--- src/rtl/skolem_pkg.sv ---
// Shared types and constants for the XOR-family Skolem stream generator:
// FSM state encoding, LFSR seed/taps and the padded-bit predicate.
package skolem_pkg;

    typedef enum logic {
        ACC  = 1'b0,
        HOLD = 1'b1
    } state_t;

    localparam logic [15:0] LFSR_SEED = 16'hACE1;

    // Right-shifting Fibonacci form of x^16+x^14+x^13+x^11+1: feedback from bits 0,2,3,5.
    localparam logic [15:0] LFSR_TAPS = 16'h002D;

    // True when bit j of chunk c lies beyond the last real universal bit.
    function automatic logic is_pad_bit(input int n_in, input int w, input int c, input int j);
        return (c * w + j) >= n_in;
    endfunction

endpackage

--- src/rtl/skolem_lfsr16.sv ---
// 16-bit Fibonacci LFSR supplying the free existential bits; advances one
// step per accepted result and never reaches the all-zero lock-up state.
module skolem_lfsr16
    import skolem_pkg::*;
(
    input  logic        clk,
    input  logic        rst,
    input  logic        step,
    output logic [15:0] state
);

    logic [15:0] state_reg;
    logic        feedback;

    assign feedback = ^(state_reg & LFSR_TAPS);

    always_ff @(posedge clk or posedge rst) begin
        if (rst) begin
            state_reg <= LFSR_SEED;
        end else if (step) begin
            state_reg <= {feedback, state_reg[15:1]};
        end
    end

    assign state = state_reg;

endmodule

--- src/rtl/skolem_xor_stream.sv ---
// Streaming Skolem generator for XOR(x)^XOR(y)==TARGET: folds W-bit chunks of x
// into a running parity, then emits y with the last bit fixing up the parity.
module skolem_xor_stream
    import skolem_pkg::*;
#(
    parameter int N_IN   = 6,
    parameter int W      = 2,
    parameter int M      = 2,
    parameter int TARGET = 0
) (
    input  logic         clk,
    input  logic         rst,
    input  logic         flush,
    input  logic         cfg_rand,
    input  logic         in_valid,
    output logic         in_ready,
    input  logic [W-1:0] in_data,
    output logic         out_valid,
    input  logic         out_ready,
    output logic [M-1:0] out_y,
    output logic         out_chk
);

    localparam int   CHUNKS = (N_IN + W - 1) / W;
    localparam int   CW     = (CHUNKS > 1) ? $clog2(CHUNKS) : 1;
    localparam logic TGT    = 1'((TARGET % 2) != 0);

    state_t         state_reg, state_next;
    logic [CW-1:0]  cnt_reg;
    logic           acc_reg;
    logic [M-1:0]   y_reg;
    logic           chk_reg;

    logic [15:0]    lfsr_state;
    logic           lfsr_unused;
    logic           in_fire, out_fire, last_chunk;
    logic [W-1:0]   mask_tab [CHUNKS];
    logic [W-1:0]   sel_mask;
    logic           chunk_par, vec_par;
    logic [M-1:0]   y_new;
    logic           chk_new;

    // Padding mask per chunk position; only the final chunk can carry pad bits.
    generate
        for (genvar gi = 0; gi < CHUNKS; gi++) begin : g_mask_chunk
            for (genvar gj = 0; gj < W; gj++) begin : g_mask_bit
                assign mask_tab[gi][gj] = !is_pad_bit(N_IN, W, gi, gj);
            end
        end
    endgenerate

    always_comb begin
        sel_mask = '0;
        for (int c = 0; c < CHUNKS; c++) begin
            if (cnt_reg == CW'(c)) begin
                sel_mask = mask_tab[c];
            end
        end
    end

    assign last_chunk = (cnt_reg == CW'(CHUNKS - 1));
    assign in_fire    = in_valid && (state_reg == ACC) && !flush;
    assign out_fire   = out_ready && (state_reg == HOLD) && !flush;
    assign chunk_par  = ^(in_data & sel_mask);
    assign vec_par    = acc_reg ^ chunk_par;

    // Free bits come from the LFSR (or zero); the top bit absorbs the parity error.
    generate
        if (M > 1) begin : g_multi
            logic [M-2:0] free_bits;
            assign free_bits = cfg_rand ? lfsr_state[M-2:0] : '0;
            assign y_new     = {TGT ^ vec_par ^ (^free_bits), free_bits};
        end else begin : g_single
            assign y_new = TGT ^ vec_par;
        end
    endgenerate

    assign chk_new     = ((vec_par ^ (^y_new)) == TGT);
    assign lfsr_unused = ^lfsr_state;

    skolem_lfsr16 u_lfsr (
        .clk   (clk),
        .rst   (rst),
        .step  (out_fire),
        .state (lfsr_state)
    );

    always_ff @(posedge clk or posedge rst) begin
        if (rst) begin
            state_reg <= ACC;
        end else begin
            state_reg <= state_next;
        end
    end

    always_comb begin
        state_next = state_reg;
        if (flush) begin
            state_next = ACC;
        end else begin
            case (state_reg)
                ACC:     if (in_fire && last_chunk) state_next = HOLD;
                HOLD:    if (out_fire)              state_next = ACC;
                default: state_next = ACC;
            endcase
        end
    end

    always_comb begin
        in_ready  = (state_reg == ACC);
        out_valid = (state_reg == HOLD);
    end

    always_ff @(posedge clk or posedge rst) begin
        if (rst) begin
            cnt_reg <= '0;
            acc_reg <= 1'b0;
            y_reg   <= '0;
            chk_reg <= 1'b0;
        end else if (flush) begin
            cnt_reg <= '0;
            acc_reg <= 1'b0;
        end else if (in_fire) begin
            if (last_chunk) begin
                cnt_reg <= '0;
                acc_reg <= 1'b0;
                y_reg   <= y_new;
                chk_reg <= chk_new;
            end else begin
                cnt_reg <= cnt_reg + CW'(1);
                acc_reg <= vec_par;
            end
        end
    end

    assign out_y   = y_reg;
    assign out_chk = chk_reg;

endmodule

--- config.mk ---
export PLATFORM = sky130hd
export DESIGN_NAME = skolem_xor_stream
export DESIGN_NICKNAME = d
export VERILOG_FILES = /design/src/rtl/skolem_pkg.sv /design/src/rtl/skolem_lfsr16.sv /design/src/rtl/skolem_xor_stream.sv
export SDC_FILE = /design/constraint.sdc
export NUM_CORES = 1
export LEC_CHECK = 0
export ABC_AREA = 1
export BUFFER_PORTS_ARGS = -buffer_cell sky130_fd_sc_hd__buf_2
export CAP_MARGIN = 40
export CORE_ASPECT_RATIO = 1.5
export CORE_MARGIN = 3
export CORE_UTILIZATION = 42
export CTS_CLUSTER_SIZE = 28
export DETAILED_ROUTE_END_ITERATION = 6
export SLEW_MARGIN = 15
export SYNTH_ARGS = -nofsm -noshare
export SYNTH_HDL_FRONTEND = slang
export SYNTH_SLANG_ARGS = --single-unit
--- constraint.sdc ---
create_clock -name clk -period 1.3 [get_ports clk]
set_input_delay 0.26 -clock clk [delete_from_list [all_inputs] [get_ports clk]]
set_output_delay 0.26 -clock clk [all_outputs]
set_load 0.05 [all_outputs]
==> summary by stage <==
Timing
Setup repair after global routing could not meet its margin everywhere. The final worst-path cycle share is 97.1%. Across all setup checks in the final design, the least slack found is 0.0372 ns.

The number of failing hold endpoints at the final stage was 0. The clock arrives with 0.00475 ns of skew. Measured against its own limit, the worst slew margin works out to 77.8%. For the finished layout, the period the worst path requires is 1.26 ns. The number of max-slew violations in the final report is 0. The setup-violating endpoint count in the final report is 0. The maximum clock frequency is 792 MHz. The slew of the pin with the lowest slew margin is 0.329 ns.

Pwr
The fraction of power consumed by combinational cells is 23.3%. The reported net switching power is 0.509 mW. The switching fraction of total power is 33.2%. In this run the static leakage power is 0.686 nW. The share of total power dissipated in the clock network is 21.5%.

The internal portion of total power is 1.02 mW. The peak supply drop is 0.664 mV. For this design the ratio of total power to cell area is 1210 nW/um^2. Per report_power, the sequential group accounts for 55.2% of the total.

Finish
The number of flip-flops under the largest register name is 16. The final cell utilization of the core is 51.8%. The number of nets in the final layout is 158. From synthesis to final layout, the design area changed by 16.4%. The final antenna diode count is 0. The post-route netlist has 27.5% of its cells at a drive strength greater than 1. After filler insertion, the fill cell instance count of the layout stands at 231.

Logic synthesis
The number of distinct library cells after synthesis is 24. The synthesis-stage register bit count is 23. In this run the mean area of a mapped cell was 8.65 um^2. The cell count after synthesis is 126. The post-synth design cell area is 1090 um^2. The net count after synthesis is 134. After synthesis, flip-flops and latches occupy 53.7% of the total area. The count of warnings emitted by yosys is 0.

Floorplanning
The floorplan step set the die width to 47.6 um. The floorplan step defined a core boundary enclosing 2450 um^2. The floorplan die area is 3250 um^2. The number of cell rows is 22. The number of primary I/O pins is 13. Measured along the y axis, the die boundary spans 68.4 um.

For this configuration, the core starts out at a cell density of 44.5%.

Clock network
After clock tree synthesis, the clock-pin slew on the worst setup and hold paths is 0.12 ns. The maximum buffer depth of the clock tree is 2. The root buffer selected by CTS is sky130_fd_sc_hd__clkbuf_4. The total CTS buffers is 3.

TritonCTS built the clock tree. The clock latency on the worst-skew pair is 0.31 ns. CTS built an H-tree with a depth of 1. CTS saw 23 sinks.

Worst setup path
The signal on the critical path passes through clkinvlp_4, buf_8. The worst setup path is captured at an output pin. For this run, the slowest stage of the critical path takes 0.42 ns.

The cell at the slowest stage of the critical path is sky130_fd_sc_hd__dfrtp_2. The arrival time of the worst setup path is 1.00 ns. The element type at the critical path start is a flip-flop. By startpoint and endpoint, the worst setup path is classified as reg2out. For the worst setup path, the data required time is 1.04 ns. The top fanout value on the critical path is 4. The startpoint of the worst-slack reg-to-reg timing path is out_valid$_DFF_PP0_.

The critical path startpoint is out_valid$_DFF_PP0_.

GRT
The overall fraction of global-route tracks in use is 13.7%. The global-route wire length before repair is 3.13 mm. The total congestion overflow after global routing is 0. The initial antenna violation count came to 0. The via count of the first global-routing pass is 783. Entering global routing, the biggest net connects 24 pins.

Place
The worst-case setup slack after placement is 0.183 ns. The HPWL after detailed placement is 1.36 mm. The number of port buffers is 12. Routability-driven placement finished with a final weighted congestion of 0.724.

Route
The routed wire length per instance is 11.0 um. The number of antenna-violating nets in the routed design is 0. Using the TritonRoute via totals, the vias-per-cell ratio works out to 4.84. For this block, the initial DRC count from the detailed router was 28. The DRC violation count after routing is 0.

The via count of the routed design is 838. The total length of routed wires is 1.90 mm. The first-pass iteration count of the detailed router is 4.

Worst hold path
The min-delay analysis places its worst path in the category in2reg. The worst hold path begins at out_ready.

Run
The number of max-cap violations is 0.

Run status
The run finished with clean final reports.
## cells by family after synthesis
group	after synthesis	synth area share, %
compound gates	10	5.05
xor+xnor	4	3.22
buf+inv	17	7.81
flops	23	53.7
simple gates	72	30.2
## cells in the final DEF (no fill, tap or decap), types with 2 or more instances in the layout
cell | Yosys | final
sky130_fd_sc_hd__xnor2_1 | 2 | 2
sky130_fd_sc_hd__nand2_2 | 2 | 2
sky130_fd_sc_hd__nand2_1 | 55 | 55
sky130_fd_sc_hd__xor2_1 | 2 | 2
sky130_fd_sc_hd__buf_2 | 0 | 10
sky130_fd_sc_hd__nand4_1 | 2 | 2
sky130_fd_sc_hd__inv_1 | 12 | 11
sky130_fd_sc_hd__buf_4 | 0 | 8
sky130_fd_sc_hd__o21ai_0 | 4 | 4
sky130_fd_sc_hd__dfrtp_1 | 15 | 14
sky130_fd_sc_hd__nor2_1 | 2 | 2
sky130_fd_sc_hd__clkbuf_4 | 0 | 4
sky130_fd_sc_hd__dfstp_2 | 8 | 8
sky130_fd_sc_hd__nand3_1 | 7 | 7
sky130_fd_sc_hd__o21ai_1 | 3 | 3
## cell usage after synthesis
cell type,number,share of area (%)
sky130_fd_sc_hd__nand2_2,2,1.1
sky130_fd_sc_hd__nor2_1,2,0.69
sky130_fd_sc_hd__nand3_1,7,3.2
sky130_fd_sc_hd__o21bai_1,1,0.69
sky130_fd_sc_hd__nand2_1,55,19
sky130_fd_sc_hd__dfrtp_1,15,34
sky130_fd_sc_hd__buf_6,1,1.0
sky130_fd_sc_hd__o21a_1,1,0.69
sky130_fd_sc_hd__o21ai_1,3,1.4
sky130_fd_sc_hd__or2_1,1,0.57
sky130_fd_sc_hd__nor2_8,1,1.8
sky130_fd_sc_hd__nand3_4,1,1.6
sky130_fd_sc_hd__inv_1,12,4.1
sky130_fd_sc_hd__nor2_4,1,1.0
sky130_fd_sc_hd__o21ai_0,4,1.8
sky130_fd_sc_hd__inv_4,1,0.57
sky130_fd_sc_hd__buf_8,1,1.4
sky130_fd_sc_hd__dfstp_2,8,19
sky130_fd_sc_hd__inv_2,1,0.34
sky130_fd_sc_hd__xor2_1,2,1.6
sky130_fd_sc_hd__clkinv_1,1,0.34
sky130_fd_sc_hd__a21oi_1,1,0.46
sky130_fd_sc_hd__nand4_1,2,1.1
sky130_fd_sc_hd__xnor2_1,2,1.6
## critical path: cells and delay by family, from the launching register on
| kind | cells | cell delay, ns |
|---|---|---|
| DFF | 1 | 0.42 |
| buffers and inverters | 2 | 0.27 |
## path summary, 6_finish.rpt
kind | end | slack [ns] | cells after the start
min | out_valid$_DFF_PP0_ | 0.25 | 4
min in group asynchronous | out_chk$_DFFE_PP0P_ | 0.50 | 4
max reg2reg | u_lfsr.state[4]$_DFFE_PP0P_ | 0.12 | 5
max | in_ready | 0.04 | 2
max in group asynchronous | u_lfsr.state[10]$_DFFE_PP1P_ | 0.52 | 4
min reg2reg | u_lfsr.state[10]$_DFFE_PP1P_ | 0.47 | 2
## repair_timing
item	4_1_cts	5_1_grt
setup endpoints to repair	2	9
endpoints found under the hold margin	15	0
hold buffers	1	0
gates resized for setup	3	1
buffers inserted	2	5
pin swaps	0	1
## through the flow
stage / total power [mW] / std cells / hold slack, ns / cell area [um^2] / TNS [ns]
floorplan: 1.13 / 126 / 0.256 / 1090 / -0.780
global placement: 1.21 / 161 / 0.309 / 1170 / 0
detailed placement: 1.22 / 161 / 0.314 / 1170 / 0
CTS: 1.56 / 168 / 0.241 / 1230 / 0
global route: 1.63 / 173 / 0.259 / 1270 / -0.0177
finish: 1.53 / 173 / 0.252 / 1270 / 0
## layout make-up
| type | instances | area (um^2) | area share (%) |
|---|---|---|---|
| Timing Repair Buffer | 21 | 143 | 11.2 |
| Sequential cell | 23 | 587 | 46.3 |
| Inverter | 15 | 62.6 | 4.93 |
| Clock buffer | 3 | 22.5 | 1.78 |
| Tap cell | 24 | 30.0 | 2.37 |
| Multi-Input combinational cell | 86 | 419 | 33.0 |
| Clock inverter | 1 | 5.00 | 0.394 |
## layer usage
metal | share of wire [%] | vias up | global-route usage [%]
li1 | - | 432 | -
met5 | 0 | - | 0
met2 | 53 | 11 | 23.7
met1 | 41 | 390 | 14.8
met4 | 2.9 | 0 | 9.09
met3 | 2.8 | 5 | 1.58
## power by group through the flow
stage                     registers [mW]  clock network, mW  logic [mW]
after floorplan                    0.988                  0       0.138
after global placement             0.858                  0       0.351
after detailed placement           0.860                  0       0.356
after CTS                          0.847              0.347       0.363
after global routing               0.858              0.374       0.394
final                              0.846              0.330       0.358
No activity file was read; power rests on OpenSTA's default activity.
